[config.mk]
export PLATFORM = sky130hd
export DESIGN_NAME = fetch_sequencer_flat
export DESIGN_NICKNAME = d
export VERILOG_FILES = /design/src/rtl/fetch_sequencer_if.sv /design/src/rtl/fetch_sequencer.sv /design/src/flat_wrapper.sv
export SDC_FILE = /design/constraint.sdc
export NUM_CORES = 1
export LEC_CHECK = 0
export BUFFER_PORTS_ARGS = -buffer_cell sky130_fd_sc_hd__buf_2
export CAP_MARGIN = 0
export CELL_PAD_IN_SITES_DETAIL_PLACEMENT = 1
export CELL_PAD_IN_SITES_GLOBAL_PLACEMENT = 1
export CORE_MARGIN = 2
export CORE_UTILIZATION = 45
export CTS_BUF_LIST = sky130_fd_sc_hd__clkbuf_4
export DETAILED_ROUTE_END_ITERATION = 6
export GPL_ROUTABILITY_DRIVEN = 0
export PLACE_DENSITY = 0.9
export RECOVER_POWER = 50
export SETUP_SLACK_MARGIN = 0.15
export SYNTH_ARGS = -nofsm -noshare
export SYNTH_HDL_FRONTEND = slang
export SYNTH_SLANG_ARGS = --single-unit
[constraint.sdc]
create_clock -name clk -period 9.7 [get_ports clk]
set_clock_uncertainty 0.05 [all_clocks]
set_input_delay 1.455 -clock clk [delete_from_list [all_inputs] [get_ports clk]]
set_output_delay 1.455 -clock clk [all_outputs]
set_load 0.01 [all_outputs]
[src/rtl/fetch_sequencer_if.sv]
// rtl/fetch_sequencer_if.sv - instruction memory and decode handshake bundle for fetch_sequencer
interface fetch_sequencer_if;
   logic        imem_req;
   logic [31:0] imem_addr;
   logic        imem_ack;
   logic [31:0] imem_data;
   logic        instr_valid;
   logic [31:0] instr;
   logic [31:0] instr_pc;
   logic        instr_ready;
   logic        branch;
   logic        zero;
   logic        jump;
   logic [15:0] br_offset;
   logic [25:0] jump_addr;
   logic        fault;

   modport master (
      output imem_req, imem_addr, instr_valid, instr, instr_pc, fault,
      input  imem_ack, imem_data, instr_ready, branch, zero, jump, br_offset, jump_addr
   );

   modport slave (
      input  imem_req, imem_addr, instr_valid, instr, instr_pc, fault,
      output imem_ack, imem_data, instr_ready, branch, zero, jump, br_offset, jump_addr
   );
endinterface

[src/rtl/fetch_sequencer.sv]
// rtl/fetch_sequencer.sv - single-outstanding instruction fetch FSM with branch/jump redirect
// Define FETCH_TIMEOUT_EN to enable the fetch timeout counter, sticky fault and HALT state.
module fetch_sequencer #(
   parameter logic [31:0] RESET_PC       = 32'h0000_0000,
   parameter int unsigned TIMEOUT_CYCLES = 16
) (
   input  logic              clk,
   input  logic              rst_n,
   fetch_sequencer_if.master bus
);
   typedef enum logic [1:0] {IDLE, REQ, HOLD, HALT} state_t;

   state_t      state, state_nxt;
   logic [31:0] pc, pc_nxt;
   logic [31:0] instr_q, instr_nxt;
   logic [31:0] instr_pc_q, instr_pc_nxt;
   logic [31:0] seq_pc, redirect_pc;
   logic        timeout_hit;

   // Taken branch wins over jump; a branch without zero falls through to jump/seq.
   assign seq_pc = instr_pc_q + 32'd1;
   always_comb begin
      redirect_pc = seq_pc;
      if (bus.branch && bus.zero)
         redirect_pc = seq_pc + {{16{bus.br_offset[15]}}, bus.br_offset};
      else if (bus.jump)
         redirect_pc = {seq_pc[31:26], bus.jump_addr};
   end

   always_ff @(posedge clk or negedge rst_n) begin
      if (!rst_n) begin
         state      <= IDLE;
         pc         <= RESET_PC;
         instr_q    <= '0;
         instr_pc_q <= '0;
      end else begin
         state      <= state_nxt;
         pc         <= pc_nxt;
         instr_q    <= instr_nxt;
         instr_pc_q <= instr_pc_nxt;
      end
   end

   always_comb begin
      state_nxt    = state;
      pc_nxt       = pc;
      instr_nxt    = instr_q;
      instr_pc_nxt = instr_pc_q;
      case (state)
         IDLE: state_nxt = REQ;
         REQ: begin
            if (bus.imem_ack) begin
               instr_nxt    = bus.imem_data;
               instr_pc_nxt = pc;
               state_nxt    = HOLD;
            end else if (timeout_hit) begin
               state_nxt = HALT;
            end
         end
         HOLD: begin
            if (bus.instr_ready) begin
               pc_nxt    = redirect_pc;
               state_nxt = REQ;
            end
         end
         HALT:    state_nxt = HALT;
         default: state_nxt = IDLE;
      endcase
   end

   assign bus.imem_req    = (state == REQ);
   assign bus.imem_addr   = pc;
   assign bus.instr_valid = (state == HOLD);
   assign bus.instr       = instr_q;
   assign bus.instr_pc    = instr_pc_q;

`ifdef FETCH_TIMEOUT_EN
   localparam int TCW = $clog2(TIMEOUT_CYCLES + 1);

   logic [TCW-1:0] tcnt, tcnt_nxt;
   logic           fault_q;

   // The last tolerated unacknowledged REQ cycle is the one where the count reaches TIMEOUT_CYCLES-1.
   assign timeout_hit = (tcnt == TCW'(TIMEOUT_CYCLES - 1));
   assign tcnt_nxt    = (state == REQ && !bus.imem_ack) ? tcnt + TCW'(1) : '0;

   always_ff @(posedge clk or negedge rst_n) begin
      if (!rst_n) begin
         tcnt    <= '0;
         fault_q <= 1'b0;
      end else begin
         tcnt    <= tcnt_nxt;
         fault_q <= fault_q | (state_nxt == HALT);
      end
   end

   assign bus.fault = fault_q;
`else
   logic [31:0] unused_timeout_cycles;

   assign unused_timeout_cycles = TIMEOUT_CYCLES;
   assign timeout_hit           = 1'b0;
   assign bus.fault             = 1'b0;
`endif
endmodule
[src/flat_wrapper.sv]
// flat-port wrapper written by rule: the top's interface ports become plain ports
module fetch_sequencer_flat 
#(
   parameter logic [31:0] RESET_PC       = 32'h0000_0000,
   parameter int unsigned TIMEOUT_CYCLES = 16
)
  (clk, rst_n, bus_imem_req, bus_imem_addr, bus_instr_valid, bus_instr, bus_instr_pc, bus_fault, bus_imem_ack, bus_imem_data, bus_instr_ready, bus_branch, bus_zero, bus_jump, bus_br_offset, bus_jump_addr);
  fetch_sequencer_if bus_i ();
  input  logic clk;
  input  logic rst_n;
  output wire logic [$bits(bus_i.imem_req)-1:0] bus_imem_req;
  output wire logic [$bits(bus_i.imem_addr)-1:0] bus_imem_addr;
  output wire logic [$bits(bus_i.instr_valid)-1:0] bus_instr_valid;
  output wire logic [$bits(bus_i.instr)-1:0] bus_instr;
  output wire logic [$bits(bus_i.instr_pc)-1:0] bus_instr_pc;
  output wire logic [$bits(bus_i.fault)-1:0] bus_fault;
  input wire logic [$bits(bus_i.imem_ack)-1:0] bus_imem_ack;
  input wire logic [$bits(bus_i.imem_data)-1:0] bus_imem_data;
  input wire logic [$bits(bus_i.instr_ready)-1:0] bus_instr_ready;
  input wire logic [$bits(bus_i.branch)-1:0] bus_branch;
  input wire logic [$bits(bus_i.zero)-1:0] bus_zero;
  input wire logic [$bits(bus_i.jump)-1:0] bus_jump;
  input wire logic [$bits(bus_i.br_offset)-1:0] bus_br_offset;
  input wire logic [$bits(bus_i.jump_addr)-1:0] bus_jump_addr;
  assign bus_imem_req = bus_i.imem_req;
  assign bus_imem_addr = bus_i.imem_addr;
  assign bus_instr_valid = bus_i.instr_valid;
  assign bus_instr = bus_i.instr;
  assign bus_instr_pc = bus_i.instr_pc;
  assign bus_fault = bus_i.fault;
  assign bus_i.imem_ack = bus_imem_ack;
  assign bus_i.imem_data = bus_imem_data;
  assign bus_i.instr_ready = bus_instr_ready;
  assign bus_i.branch = bus_branch;
  assign bus_i.zero = bus_zero;
  assign bus_i.jump = bus_jump;
  assign bus_i.br_offset = bus_br_offset;
  assign bus_i.jump_addr = bus_jump_addr;
  fetch_sequencer #(.RESET_PC(RESET_PC), .TIMEOUT_CYCLES(TIMEOUT_CYCLES)) u_core (.clk(clk), .rst_n(rst_n), .bus(bus_i));
endmodule
* Yosys cells after proc, flatten, opt, wreduce, memory -nomap -nowiden
Index checks and enable logic that the tools add are counted.
** Storage, ports and cells
- Register bits :: 98
- Output and inout port bits :: 99
- Logic and storage cells :: 21
- Input port bits :: 81
** Cells by class
- Mux-type cells :: 5
- $add $sub $neg :: 2
- Reductions and logical operators :: 5
- Equality and inequality tests :: 5
** Operator list (count)
- $add 32x1->32 const B :: 1
- $add 32x32->32 :: 1
- $mux 32 :: 1
- $mux 26 :: 1
- $pmux 2 s4 :: 1
- $reduce_and 2->1 :: 3
- $eq 2x2->1 const B :: 2
- $mux 2 :: 2
- $ne 2x1->1 const B :: 2
- $eq 2x1->1 const B :: 1
- $logic_not 2->1 :: 1
- $logic_and 1x1->1 :: 1

* Depth between registers and ports, before layout
- Depth in word-level cells :: 3
- Mapped depth :: 16
- Mapped depth without buffers :: 15

* Worst setup path after synthesis
Ideal clock, no wire load.
- Kind :: input port to flip-flop
- Start :: in bus_br_offset[0]
- End :: reg u_core.pc[24], in the netlist u_core.bus.imem_addr[24]
- Arrival :: 3402 ps
- Library setup time :: 142 ps
- Required time :: 9508 ps
- Path buffers :: 0
- Stages :: 10
- Path slack :: 6106 ps
- Cell sequence :: ha_1 > fa_1 > a211oi_1 > o21ai_1 > nand3_1 > a21oi_1 > o221a_2 > a211oi_1 > xor2_1 > a31oi_1
** On the way
- Cells in the longest elaborated chain, start to end :: 2
** RTL lines
- from (decl) :: RTL line flat_wrapper.sv:23 : input wire logic [$bits(bus_i.br_offset)-1:0] bus_br_offset;
- $add 32x32->32 :: RTL line fetch_sequencer.sv:25 : redirect_pc = seq_pc + {{16{bus.br_offset[15]}}, bus.br_offset};
- $mux 32 :: RTL line fetch_sequencer.sv:24 : if (bus.branch && bus.zero)
- to (signal assigned) :: RTL line fetch_sequencer.sv:38 : pc <= pc_nxt;
- to (decl) :: RTL line fetch_sequencer.sv:14 : logic [31:0] pc, pc_nxt;
No other way between the ends.
A chain may end at the register's enable or synchronous reset.

==> flow_metrics.tcl <==
set metrics [dict create \
    status "finished with violations" \
    violations "capacitance limit, slew limit" \
    cp_slowest_cell "clkbuf_1" \
    crit_top_cell "clkbuf_1" \
    cellLeakagePower_nw 3.90 \
    root_buffer "clkbuf_4" \
    post_cts_buffers 0 \
    min-delay-start "u_core.bus.instr[16]" \
    drv_cap 3 \
    power_frac_clock_pct 11.2 \
    ys_warn_count 0 \
    r2r_cells 13 \
    grtUsageTotal_pct 27.8 \
    r2r_start "u_core.bus.instr_pc[6]" \
    drc 0 \
    min_period_ns 5.54 \
    grt_max_degree 68 \
    die_area_um2 15700 \
    die-width_um 125 \
    ys.flop_type "dfrtp_1" \
    grt_pass1_vias 6364 \
    clock-sinks 98 \
    core_area_um2 14500 \
    post-route-util_pct 53.6 \
    initial_core_util_pct 45.8 \
    crit_fanout 67 \
    rsz0062_at_grt "false" \
    synth-edff-count 0 \
    antenna_found_initial 0 \
    min_to "u_core.bus.instr[16]" \
    htree_num_levels 3 \
    clk_latency_ns 0.49 \
    seqPwrFrac_pct 36.7 \
    worst_pin_slew_ns 3.60 \
    ant_nets 0 \
    cts_tree "yes" \
    r2r_end "u_core.bus.imem_addr[24]" \
    critical_path.top_delay_family "buffers and inverters" \
    p_per_area_nw_per_um2 262 \
    cts_buffer_depth 2 \
    first_pass_iters 4 \
    criticalPathCategory "primary input to async pin" \
    numCtsBuffers 9 \
    ios 180 \
    start_kind "primary input" \
    dp.cells 1022 \
    crit_buf_inv 2 \
    max_freq_mhz 181 \
    syn_area_um2 6630 \
    cp.required_ns 9.46 \
    synth_cell_types 71 \
    die_h_um 125 \
    hold_class "flip-flop to flip-flop" \
    switching_power_mw 0.919 \
    yosys.area.top_type "dfrtp_1" \
    syn_to_final_growth_pct 17.0 \
    hold_viol 0 \
    drive_gt1_share_pct 29.2 \
    fin_nets 970 \
    clk_transition_reported_paths_ns 0.15 \
    grt_pass1_wl_um 34700 \
    hpwl_um 16600 \
    comb_power_share_pct 52.0 \
    hold-worst-slack_ns 0.472 \
    post_cts_resized 0 \
    worst-path-stages 2 \
    reg2reg_setup_slack_ns 5.56 \
    p_int_mw 1.11 \
    vias 6076 \
    tns_ns 0 \
    synth_area_per_cell_um2 9.67 \
    n_antenna_cell 0 \
    netlist_instances 685 \
    slew_headroom_pct -140 \
    ys_seq_elements 98 \
    worstPathArrival_ns 5.30 \
    slowest_delay_ns 2.62 \
    viasPerCell 5.86 \
    synth_fp_nets 806 \
    yosysSeqAreaShare_pct 37.0 \
    fin_cells 1037 \
    drt_first_iter_violations 323 \
    gr-total-overflow 0 \
    synth-async-reset-ratio_pct 100 \
    rows 44 \
    drt-total-wl_um 21700 \
    drv_slew 133 \
    worstSetupEndpointType "async pin" \
    wl_per_cell_um 20.9 \
    crit_chain "clkbuf_1 -> clkbuf_1" \
    hold_depth 1 \
    period_share_pct 57.1 \
    holdBufCountCts 0 \
    switching_share_pct 45.3 \
    ir_worst_vdd_mv 0.106 \
    synth_area_leaders "dfrtp_1 37%, mux2_2 11%, ha_1 7.4%, xnor2_1 4.5%, nand2_1 3.7%" \
    setup_viol 0 \
    synth_top_area_share_pct 37.0 \
    portBuffers 178 \
]
## final cells by class
| cell class | count | area, um2 |
|---|---|---|
| Clock buffer | 10 | 75.1 |
| Timing Repair Buffer | 183 | 891 |
| Clock inverter | 5 | 63.8 |
| Sequential cell | 98 | 2450 |
| Fill cell | 1757 | 6730 |
| Tap cell | 184 | 230 |
| Multi-Input combinational cell | 538 | 3970 |
| Inverter | 19 | 71.3 |
## power groups by stage
stage | logic, mW | registers (mW) | clock network (mW)
after floorplan | 0.602 | 0.784 | 0
after CTS | 1.07 | 0.742 | 0.234
after global routing | 1.15 | 0.769 | 0.251
after global placement | 1.03 | 0.737 | 0
final | 1.06 | 0.745 | 0.228
after detailed placement | 1.06 | 0.751 | 0
## flip-flops by register name, indices dropped and copies added, names as in the netlist
name                  cells
u_core.bus.imem_addr     32
u_core.bus.instr_pc      32
u_core.state              2
u_core.bus.instr         32
## routing by layer
| metal | GRT usage, % | vias to the layer above | routed length (um) |
|---|---|---|---|
| met2 | 48.0 | 239 | 10700 |
| met5 | 0 | - | 0 |
| met4 | 9.48 | 0 | 589 |
| li1 | - | 2807 | - |
| met1 | 34.8 | 2986 | 8900 |
| met3 | 5.91 | 44 | 1460 |
## kinds of logic (layout without fill, tap and decap cells)
kind of cell / Yosys count / count (layout) / synth area share [%]
AO/OA/AOI/OAI: 173 / 173 / 16.7
XOR/XNOR: 55 / 55 / 7.50
adder cells (fa/ha/maj): 40 / 40 / 7.67
buffers and inverters: 49 / 217 / 3.06
flip-flops: 98 / 98 / 37.0
multiplexers: 84 / 84 / 13.9
other: 1 / 1 / 0.0566
AND/OR/NAND/NOR: 185 / 185 / 14.1
## worst max path at each step
stage | from | to | slack, ns
2_1_floorplan | bus_br_offset[0] | u_core.bus.imem_addr[24] | 6.11
3_3_place_gp | bus_br_offset[15] | u_core.bus.imem_addr[26] | 5.64
3_5_place_dp | bus_br_offset[15] | u_core.bus.imem_addr[26] | 5.53
4_1_cts | u_core.bus.instr_pc[6] | u_core.bus.imem_addr[24] | 5.58
5_1_grt | rst_n | u_core.bus.instr_pc[24] | 3.14
6_report | rst_n | u_core.bus.imem_addr[24] | 4.16
## cells in the final DEF (no fill, tap or decap), drive strengths merged, types with 20 or more instances in the layout
cell | synthesis | routed
xnor2 | 35 | 35
clkbuf | 22 | 38
nand2 | 66 | 66
inv | 19 | 20
o21ai | 55 | 55
dfrtp | 98 | 98
a21oi | 44 | 44
nor2 | 39 | 39
buf | 8 | 155
ha | 39 | 39
mux2 | 66 | 66
xor2 | 20 | 20
## synth_stat cells, types with 5 or more instances
master and n:
a21o_1 10, a21oi_1 44, a31oi_1 6, and2_1 6, and3_1 11, and4_1 6
buf_2 5, clkbuf_1 21, dfrtp_1 98, ha_1 39, inv_1 19, mux2_2 65
mux2i_1 18, nand2_1 66, nand3_1 19, nand4_1 9, nor2_1 38, nor3_1 8
o211ai_1 6, o21ai_0 45, o21ai_1 10, o31ai_1 5, xnor2_1 34, xor2_1 19
## metrics by stage
stage | worst slack, ns | power, mW | instance area, um2
finish | 4.16 | 2.03 | 7750
global route | 3.14 | 2.17 | 7750
CTS | 5.58 | 2.04 | 7800
detailed placement | 5.53 | 1.81 | 7660
global placement | 5.64 | 1.76 | 7660
floorplan | 6.11 | 1.39 | 6630
(Power assumes the default switching activity.)
